[src/rtl/cpu_test_monitor.sv]
// Run monitor for CPU program tests: snoops the data-memory write bus and the PC,
// ends each run in PASS/FAIL (tohost write), HALTED (PC self-loop) or TIMEOUT.
module cpu_test_monitor #(
    parameter int unsigned DATA_WIDTH     = 32,
    parameter logic [31:0] TOHOST_ADDR    = 32'h0000_0FFC,
    parameter logic [31:0] RESULT_BASE    = 32'h0000_0F00,
    parameter int unsigned RESULT_DEPTH   = 4,
    parameter int unsigned TIMEOUT_CYCLES = 500,
    parameter int unsigned STALL_CYCLES   = 8
) (
    input  logic                               clk,
    input  logic                               rst,
    input  logic                               start,
    input  logic [31:0]                        pc,
    input  logic [31:0]                        memory_address,
    input  logic [DATA_WIDTH-1:0]              memory_write,
    input  logic                               memory_we,
    output logic                               running,
    output logic                               done,
    output logic                               pass,
    output logic                               halted,
    output logic                               timeout,
    output logic [DATA_WIDTH-1:0]              tohost_value,
    output logic [31:0]                        cycle_count,
    output logic [RESULT_DEPTH-1:0]            result_valid,
    output logic [RESULT_DEPTH*DATA_WIDTH-1:0] result_data
);

    typedef enum logic [2:0] {
        S_IDLE,
        S_RUN,
        S_PASS,
        S_FAIL,
        S_HALTED,
        S_TIMEOUT
    } state_t;

    localparam logic [31:0]           RESULT_END   = RESULT_BASE + 32'(4 * RESULT_DEPTH);
    localparam logic [31:0]           TIMEOUT_LAST = 32'(TIMEOUT_CYCLES - 1);
    localparam logic [31:0]           STALL_LAST   = 32'(STALL_CYCLES - 1);
    localparam logic [DATA_WIDTH-1:0] PASS_CODE    = DATA_WIDTH'(1);

    state_t                            state_q, state_d;
    logic [31:0]                       cycle_count_q, cycle_count_d;
    logic [DATA_WIDTH-1:0]             tohost_value_q, tohost_value_d;
    logic [RESULT_DEPTH-1:0]           result_valid_q, result_valid_d;
    logic [RESULT_DEPTH*DATA_WIDTH-1:0] result_data_q, result_data_d;
    logic [31:0]                       stall_cnt_q, stall_cnt_d;
    logic [31:0]                       pc_prev_q, pc_prev_d;
    logic                              pc_prev_vld_q, pc_prev_vld_d;

    logic        tohost_hit;
    logic        in_window;
    logic        pc_same;
    logic [31:0] win_off;

    assign tohost_hit = memory_we && (memory_address == TOHOST_ADDR);
    assign in_window  = memory_we && (memory_address[1:0] == 2'b00) &&
                        (memory_address >= RESULT_BASE) && (memory_address < RESULT_END);
    assign win_off    = memory_address - RESULT_BASE;
    // pc_prev is meaningless until the first RUN edge has loaded it
    assign pc_same    = pc_prev_vld_q && (pc == pc_prev_q);

    always_comb begin
        state_d        = state_q;
        cycle_count_d  = cycle_count_q;
        tohost_value_d = tohost_value_q;
        result_valid_d = result_valid_q;
        result_data_d  = result_data_q;
        stall_cnt_d    = stall_cnt_q;
        pc_prev_d      = pc_prev_q;
        pc_prev_vld_d  = pc_prev_vld_q;

        if (start) begin
            state_d        = S_RUN;
            cycle_count_d  = '0;
            tohost_value_d = '0;
            result_valid_d = '0;
            result_data_d  = '0;
            stall_cnt_d    = '0;
            pc_prev_d      = '0;
            pc_prev_vld_d  = 1'b0;
        end else if (state_q == S_RUN) begin
            cycle_count_d = cycle_count_q + 32'd1;
            pc_prev_d     = pc;
            pc_prev_vld_d = 1'b1;
            stall_cnt_d   = pc_same ? stall_cnt_q + 32'd1 : 32'd0;

            if (in_window) begin
                for (int unsigned i = 0; i < RESULT_DEPTH; i++) begin
                    if (win_off == (32'(i) << 2)) begin
                        result_valid_d[i]                          = 1'b1;
                        result_data_d[i*DATA_WIDTH +: DATA_WIDTH] = memory_write;
                    end
                end
            end

            // Exit priority: tohost beats halt, halt beats timeout
            if (tohost_hit) begin
                tohost_value_d = memory_write;
                state_d        = (memory_write == PASS_CODE) ? S_PASS : S_FAIL;
            end else if (pc_same && (stall_cnt_q == STALL_LAST)) begin
                state_d = S_HALTED;
            end else if (cycle_count_q == TIMEOUT_LAST) begin
                state_d = S_TIMEOUT;
            end
        end
    end

    always_ff @(posedge clk or posedge rst) begin
        if (rst) begin
            state_q        <= S_IDLE;
            cycle_count_q  <= '0;
            tohost_value_q <= '0;
            result_valid_q <= '0;
            result_data_q  <= '0;
            stall_cnt_q    <= '0;
            pc_prev_q      <= '0;
            pc_prev_vld_q  <= 1'b0;
        end else begin
            state_q        <= state_d;
            cycle_count_q  <= cycle_count_d;
            tohost_value_q <= tohost_value_d;
            result_valid_q <= result_valid_d;
            result_data_q  <= result_data_d;
            stall_cnt_q    <= stall_cnt_d;
            pc_prev_q      <= pc_prev_d;
            pc_prev_vld_q  <= pc_prev_vld_d;
        end
    end

    assign running      = (state_q == S_RUN);
    assign pass         = (state_q == S_PASS);
    assign halted       = (state_q == S_HALTED);
    assign timeout      = (state_q == S_TIMEOUT);
    assign done         = (state_q == S_PASS) || (state_q == S_FAIL) ||
                          (state_q == S_HALTED) || (state_q == S_TIMEOUT);
    assign tohost_value = tohost_value_q;
    assign cycle_count  = cycle_count_q;
    assign result_valid = result_valid_q;
    assign result_data  = result_data_q;

endmodule

[config.mk]
export PLATFORM = sky130hd
export DESIGN_NAME = cpu_test_monitor
export DESIGN_NICKNAME = d
export VERILOG_FILES = /design/src/rtl/cpu_test_monitor.sv
export SDC_FILE = /design/constraint.sdc
export NUM_CORES = 1
export LEC_CHECK = 0
export ABC_CLOCK_PERIOD_IN_PS = 13600
export BUFFER_PORTS_ARGS = -buffer_cell sky130_fd_sc_hd__buf_2
export CORE_MARGIN = 3
export CORE_UTILIZATION = 45
export CTS_CLUSTER_SIZE = 30
export DETAILED_ROUTE_END_ITERATION = 8
export PLACE_DENSITY_LB_ADDON = 0.05
export RECOVER_POWER = 100
export SLEW_MARGIN = 20
export SYNTH_ARGS = -nofsm -noshare
export SYNTH_HDL_FRONTEND = slang
export SYNTH_SLANG_ARGS = --single-unit
[constraint.sdc]
create_clock -name clk -period 13.6 [get_ports clk]
set_input_delay 0.68 -clock clk [delete_from_list [all_inputs] [get_ports clk]]
set_output_delay 0.68 -clock clk [all_outputs]
set_load 0.1 [all_outputs]
=== Word-level counts from Yosys, hierarchy flattened ===
Index checks and enable logic that the tools add are counted.

* Output and inout port bits: 201
* Word-level logic and storage cells: 89
* Register bits after elaboration: 264
* Bits of input ports: 100

* Reduce and logical (&&, ||, !) cells: 25
* Multiplexer cells: 32
* Add/sub/neg operators: 3
* Eq/ne operators: 13
* Order comparisons: 2

{| class="wikitable"
|+ Operators with widths
! operator !! number
|-
| $mux 32 || 14
|-
| $mux 128 || 3
|-
| $add 32x1->32 const B || 2
|-
| $eq 32x3->1 const B || 2
|-
| $eq 32x4->1 const B || 2
|-
| $eq 32x1->1 const B || 1
|-
| $eq 32x12->1 const B || 1
|-
| $eq 32x32->1 || 1
|-
| $eq 32x9->1 const B || 1
|-
| $ge 32x12->1 const B || 1
|-
| $logic_not 32->1 || 1
|-
| $lt 32x12->1 const B || 1
|-
| $sub 32x12->32 const B || 1
|-
| $mux 3 || 5
|-
| $reduce_bool 2->1 || 7
|-
| $mux 4 || 3
|-
| $reduce_and 3->1 || 4
|-
| $mux 1 || 7
|-
| $eq 3x2->1 const B || 2
|-
| $eq 3x3->1 const B || 2
|-
| $logic_and 1x1->1 || 6
|-
| $reduce_and 2->1 || 2
|-
| $reduce_bool 4->1 || 1
|-
| $eq 3x1->1 const B || 1
|-
| 2 further kinds || 4
|}

=== Logic depth before layout (Yosys ltp) ===
Gate-level depths: netlist (run 1).

* Depth in word-level cells: 7
* Depth in mapped cells: 10
* Gate-level depth less buffers: 8

=== Worst setup path after synthesis (run 1) ===
OpenSTA, ideal clock, no wires.

* Path kind: reg-to-output
* From: register state_q[2]
* To: output pass
* Required time: 12.920 ns
* Data arrival time: 2.642 ns
* Stages on the path, launching flop included: 2
* Slack: 10.278 ns
* Buffers on the path: 0
* Cells stage by stage: dfrtp_1 > nor3b_1

* Longest elaborated chain between the ends: 1

{| class="wikitable"
|+ RTL lines
! what !! line !! RTL
|-
| from (decl) || 43 || <nowiki>state_t state_q, state_d;</nowiki>
|-
| from (signal assigned) || 121 || <nowiki>state_q <= state_d;</nowiki>
|-
| $eq 3x2->1 || 133 || <nowiki>assign pass = (state_q == S_PASS);</nowiki>
|-
| to (decl) || 20 || <nowiki>output logic pass,</nowiki>
|}

No other way between the ends.

==> out/results.txt, run 1 <==
Outcome -> finished with violations
Top cells by count, synth -> nand2_1, dfrtp_1, a21oi_1, nor2_1, mux2i_1
Via count -> 10,340
Multi-input logic area -> 5055 um2
Max Clock Skew -> 0.01125 ns
Register Area -> 6606 um2
Power Total -> 1688 uW
Hold Vio Cnt, Final -> 0
Post-route ant nets -> 0
Failing checks -> capacitance limit, slew limit
Chip width -> 169.4 um
Cts bufs inserted -> 30
GP Congestion -> 0.8369
Gate power share -> 6.8%
WL/cell -> 18.76 um
Grt peak-use layer -> met2
Worst path arrival time -> 6.58 ns
# DRC -> 0
Slew HR -> -312.4%
Critical path class -> in2async
CTS Buffer Depth -> 3
Area delta synth->final -> 19.79%
MaxCap Viol Count -> 10
GR Util met1 -> 35.40%
Post-synth EDFFs -> 0
Starting density of the core -> 46.00%
Min cycle time layout -> 6.561 ns
RSZ-0062 raised after global routing -> false
Top cells by area in the synthesized netlist -> dfrtp_1, nand2_1, a21oi_1
Die Y -> 169.4 um
Hold crit path type -> in2reg
Fin. max-slew vios -> 419
Tcrit/Tclk final -> 48.24%
First-pass GRT wire length -> 56.19 mm
Drt total wl -> 35.89 mm
Sink Count -> 264
Drt first-iter violations -> 799
Fmax -> 152.4 MHz
Cts repair resizes -> 0
Initial antenna violation count -> 2
Critical Path RT -> 13.61 ns
Max FO, Critical Path -> 136
Mean post-synth cell area -> 9.398 um2
Slew @ Worst Pin -> 6.153 ns
Register share of total power -> 47.5%
I/O pins -> 301
Distinct cells, synth -> 49
DRT Pass-1 Iters -> 5
Net switching power -> 415.7 uW
Gate Count Post-Synth -> 1,279
H-tree Lvls -> 1
DP Worst Slack -> 9.757 ns
Nature of the critical path startpoint -> input pin
Sw Share -> 24.62%
Post-Syn Area -> 12,020 um2
CTS Root Cell -> clkbuf_16
Yosys top cell area share -> 54.96%
Met2 Use GR -> 37.61%
Global Route met3 Usage -> 5.404%
Vias per cell -> 5.406
Grt total ovfl -> 0
CP Capture Type -> async pin
Setup TNS -> 0 ns
Port buffer count -> 300
Synth Register Bits -> 264
Layout cells sized above 1 -> 10.03%
Worst VDD drop -> 0.08384 mV
Post-DP HPWL -> 23.87 mm
Standby leakage power -> 0.006623 uW
Total GRT Usage -> 24.41%
Power share of the clock group -> 45.7%
Setup repair bufs after CTS -> 0
Seq/Total Area, Yosys -> 54.96%
Worst skew pair latency -> 0.56 ns
Core area -> 26,130 um2
Vias in the first global route -> 9,800
Syn_nets -> 1,381
Yosys warnings -> 0
Power Dens Cells -> 117.3 nW/um2
Post-CTS Hold Buffers -> 0
Setup WS post-layout -> 7.039 ns
Fillers -> 2,569
Endpoints failing setup -> 0
CTS tree -> built
Nets -> 1,656
Fraction of registers with async set/reset -> 100.0%
Largest net degree at the start of global routing -> 137
Internal power -> 1273 uW
Clk slew on worst S/H paths -> 0.06 ns
Row count -> 59
Die area -> 28,710 um2
Cell taking the most area after synthesis -> dfrtp_1
Dominant synthesized flop cell -> dfrtp_1
Top-count cell post-synth -> nand2_1
## metrics by stage
stage	util [%]	cells	hold WS (ns)	instance area (um2)
floorplan	-	1279	0.4663	12020
global placement	52.72	1857	0.4777	13780
detailed placement	52.72	1857	0.4903	13780
CTS	56.29	1911	0.3566	14710
global route	55.10	1913	0.3745	14400
finish	55.10	1913	0.3770	14400
## worst paths after layout
kind	slack, ns	end	startpoint	cells after the start
worst max-delay path	7.04	stall_cnt_q[8]	rst	3
max in group clk	8.17	running	state_q[2]	6
min in group asynchronous	2.08	result_data[66]	rst	2
worst min-delay path	0.38	pc_prev_q[7]	pc[7]	3
worst min register to register	0.51	result_valid[3]	result_valid[3]	2
worst max register to register	8.28	tohost_value[24]	state_q[2]	9
## layout by cell type (no fill, tap or decap), types with 27 or more instances in the layout
cell type / count
nand4_1: 27
nand2_1: 307
nor4_1: 34
nand3_1: 39
dfrtp_1: 264
xor2_1: 50
clkbuf_16: 30
buf_2: 98
mux2i_1: 68
a21oi_1: 140
clkbuf_1: 222
nor2_1: 119
## critical path, stage by stage
cell and delay (ns):
buf_2 0.10, clkinvlp_2 3.42, clkbuf_1 2.25
## power by group through the flow
stage          logic (uW)  registers [uW]  clock network [uW]
6_report              114             802                 772
5_1_grt               127             803                 821
4_1_cts               117             801                 788
3_5_place_dp          117             816                   0
3_3_place_gp          117             815                   0
2_1_floorplan        61.5             822                   0
## sequential cells by signal (all words and copies together) (netlist names)
| signal | cells |
|---|---|
| result_data | 128 |
| cycle_count | 32 |
| pc_prev_q | 32 |
| stall_cnt_q | 32 |
| tohost_value | 32 |
| result_valid | 4 |
| state_q | 3 |
| pc_prev_vld_q | 1 |
## cell families (layout without fill, tap and decap cells)
kind of cell / Yosys count / after routing / synth area share, %
compound gates: 185 / 185 / 8.109
xor+xnor: 72 / 72 / 5.246
fa+ha+maj: 2 / 2 / 0.2081
buf+inv: 83 / 380 / 2.810
flops: 264 / 264 / 54.96
mux: 68 / 68 / 5.663
other cells: 0 / 2 / 0
simple gates: 605 / 605 / 23.00
## per-layer routing
metal	vias up	wire, um
met5	-	0
met4	0	877
met3	53	2415
met2	312	16470
met1	5075	16130
li1	4902	-
## layout make-up
type                       count  share of cell area (%)
clock buffer                  45                   5.883
antenna                        2                 0.03476
clock inverter                 9                  0.5909
sequential                   264                   45.88
inverter                       9                  0.2433
tap                          335                   2.911
multi-input combinational    932                   35.11
timing repair buffer         317                   9.350
No activity file was read; power rests on OpenSTA's default activity.
==> run 2, diff against run 1 <==
- ABC_CLOCK_PERIOD_IN_PS: 13600 -> 6800
- clock period: 13.6 -> 6.8 ns (I/O delays scaled with it)
==> out/results.txt, run 2 (same netlist as run 1, synthesis figures left out) <==
DP Area -> 13,790 um2 (was 13,780 um2)
Hold Startpoint -> pc[28] (was pc[7])
Worst path arrival time -> 5.18 ns (was 6.58 ns)
Nets -> 1,657 (was 1,656)
Nature of the critical path startpoint -> flip-flop (was input pin)
Die Y -> 169.4 um (unchanged)
Failing checks -> capacitance limit, slew limit (unchanged)
First-pass GRT wire length -> 56.04 mm (was 56.19 mm)
Via count -> 10,250 (was 10,340)
WL/cell -> 18.54 um (was 18.76 um)
Vias in the first global route -> 10,060 (was 9,800)
Starting density of the core -> 46.00% (unchanged)
Outcome -> finished with violations (unchanged)
Setup repair bufs after CTS -> 0 (unchanged)
Most frequent cells in the layout -> nand2_1, dfrtp_1, clkbuf_1 (unchanged)
Crit Reg-Reg Startpoint -> state_q[2] (unchanged)
Cts repair resizes -> 0 (unchanged)
Row count -> 59 (unchanged)
Initial antenna violation count -> 2 (unchanged)
Endpoints failing setup -> 0 (unchanged)
Die area -> 28,710 um2 (unchanged)
Final Instance Area -> 14,430 um2 (was 14,400 um2)
DRT Pass-1 Iters -> 5 (unchanged)
Final Util -> 55.21% (was 55.10%)
Setup TNS -> 0 ns (unchanged)
# placed instances -> 1,858 (was 1,857)
Cts bufs inserted -> 30 (unchanged)
Standby leakage power -> 0.006648 uW (was 0.006623 uW)
Slowest-stage cell, CP -> clkbuf_1 (was clkinvlp_2)
CTS tree -> built (unchanged)
RSZ-0062 raised after global routing -> false (unchanged)
Chip width -> 169.4 um (unchanged)
Max FO, Critical Path -> 40 (was 136)
Hold Vio Cnt, Final -> 0 (unchanged)
Hold crit path type -> in2reg (unchanged)
CTS Root Cell -> clkbuf_16 (unchanged)
Slew @ Worst Pin -> 3.721 ns (was 6.153 ns)
Grt total ovfl -> 0 (unchanged)
Drt first-iter violations -> 780 (was 799)
CP Capture Type -> flip-flop (was async pin)
Critical Path RT -> 7.27 ns (was 13.61 ns)
Vias per cell -> 5.367 (was 5.406)
Worst skew pair latency -> 0.55 ns (was 0.56 ns)
# DRC -> 0 (unchanged)
Largest net degree at the start of global routing -> 136 (was 137)
Sink Count -> 264 (unchanged)
Fillers -> 2,518 (was 2,569)
Max Clock Skew -> 0.01056 ns (was 0.01125 ns)
CTS Buffer Depth -> 3 (unchanged)
Power Total -> 3354 uW (was 1688 uW)
Post-CTS Hold Buffers -> 0 (unchanged)
Layout cells sized above 1 -> 10.11% (was 10.03%)
Tcrit/Tclk final -> 69.36%
Area delta synth->final -> 20.04% (was 19.79%)
Post-DP HPWL -> 23.85 mm (was 23.87 mm)
I/O pins -> 301 (unchanged)
Critical path class -> reg2reg (was in2async)
Post-route ant nets -> 0 (unchanged)
Worst VDD drop -> 0.1468 mV (was 0.08384 mV)
MaxCap Viol Count -> 4 (was 10)
Commonest non-fill, non-tap cell in the layout -> nand2_1 (unchanged)
Largest register FFs -> 128 (unchanged)
Drt total wl -> 35.42 mm (was 35.89 mm)
Setup crit start -> state_q[2] (was rst)
Core area -> 26,130 um2 (unchanged)
Power Dens Cells -> 232.4 nW/um2 (was 117.3 nW/um2)
Worst-path cell chain -> nor2_1, nand2_1, clkbuf_1, nor4_1, and3_1, clkbuf_1, nand2_1, a21oi_1 (was buf_2, clkinvlp_2, clkbuf_1)
Slew HR -> -148.0% (was -312.4%)
Min cycle time layout -> 4.717 ns
Fin. max-slew vios -> 177 (was 419)
H-tree Lvls -> 1 (unchanged)
Max stage delay on crit path -> 1.40 ns (was 3.42 ns)
Clk slew on worst S/H paths -> 0.06 ns (about the same)
Non-Filler Instances -> 1,910 (was 1,913)
Fmax -> 212.0 MHz
Total GRT Usage -> 24.20% (was 24.41%)
Port buffer count -> 300 (unchanged)
GP Congestion -> 0.8583 (was 0.8369)
run 2: worst max-delay path: cells and delay by family, from the launching register on:
family | cells | cell delay (ns)
DFF | 1 | 0.43
AOI/OAI and AO/OA | 1 | 0.20
and+or+nand+nor | 5 | 1.86
buffers and inverters | 2 | 2.13
run 2: metrics by stage:
stage          worst slack, ns  hold WS [ns]
2_1_floorplan            2.976        0.4663
6_report                 2.083       0.03723
3_3_place_gp             3.412        0.4774
5_1_grt                  1.614       0.03542
3_5_place_dp             3.343        0.4864
4_1_cts                  3.320       0.01660
run 2: metal layers:
| layer | track usage (%) | vias up | share of wire, % | wire (um) |
|---|---|---|---|---|
| met5 | 0 | - | 0 | 0 |
| met4 | 6.935 | 0 | 2.3 | 809 |
| met1 | 34.07 | 5000 | 44 | 15720 |
| li1 | - | 4904 | - | - |
| met2 | 37.64 | 296 | 46 | 16280 |
| met3 | 5.917 | 51 | 7.4 | 2606 |
run 2: final cells by class:
type	count	area [um2]	share of cell area [%]
Inverter	9	37.54	0.2601
Clock buffer	45	857.1	5.940
Multi-Input combinational cell	932	5066	35.11
Sequential cell	264	6606	45.79
Tap cell	335	419.2	2.905
Antenna cell	2	5.005	0.03469
Timing Repair Buffer	318	1376	9.539
Clock inverter	5	61.31	0.4249
run 2: path summary, 6_finish.rpt:
| kind | depth (start not counted) | slack [ns] | to |
|---|---|---|---|
| worst max-delay path | 8 | 2.08 | result_data[119] |
| min in group asynchronous | 3 | 1.25 | cycle_count[14] |
| worst min register to register | 2 | 0.50 | result_valid[1] |
| worst max register to register | 8 | 2.08 | result_data[119] |
| worst min-delay path | 3 | 0.04 | pc_prev_q[28] |
| max in group asynchronous | 4 | 3.20 | result_data[22] |
run 2: power breakdown:
group,switching [uW],internal (uW)
combinational,167,61.7
sequential,14.4,1590
clock,624,897
total,806,2550
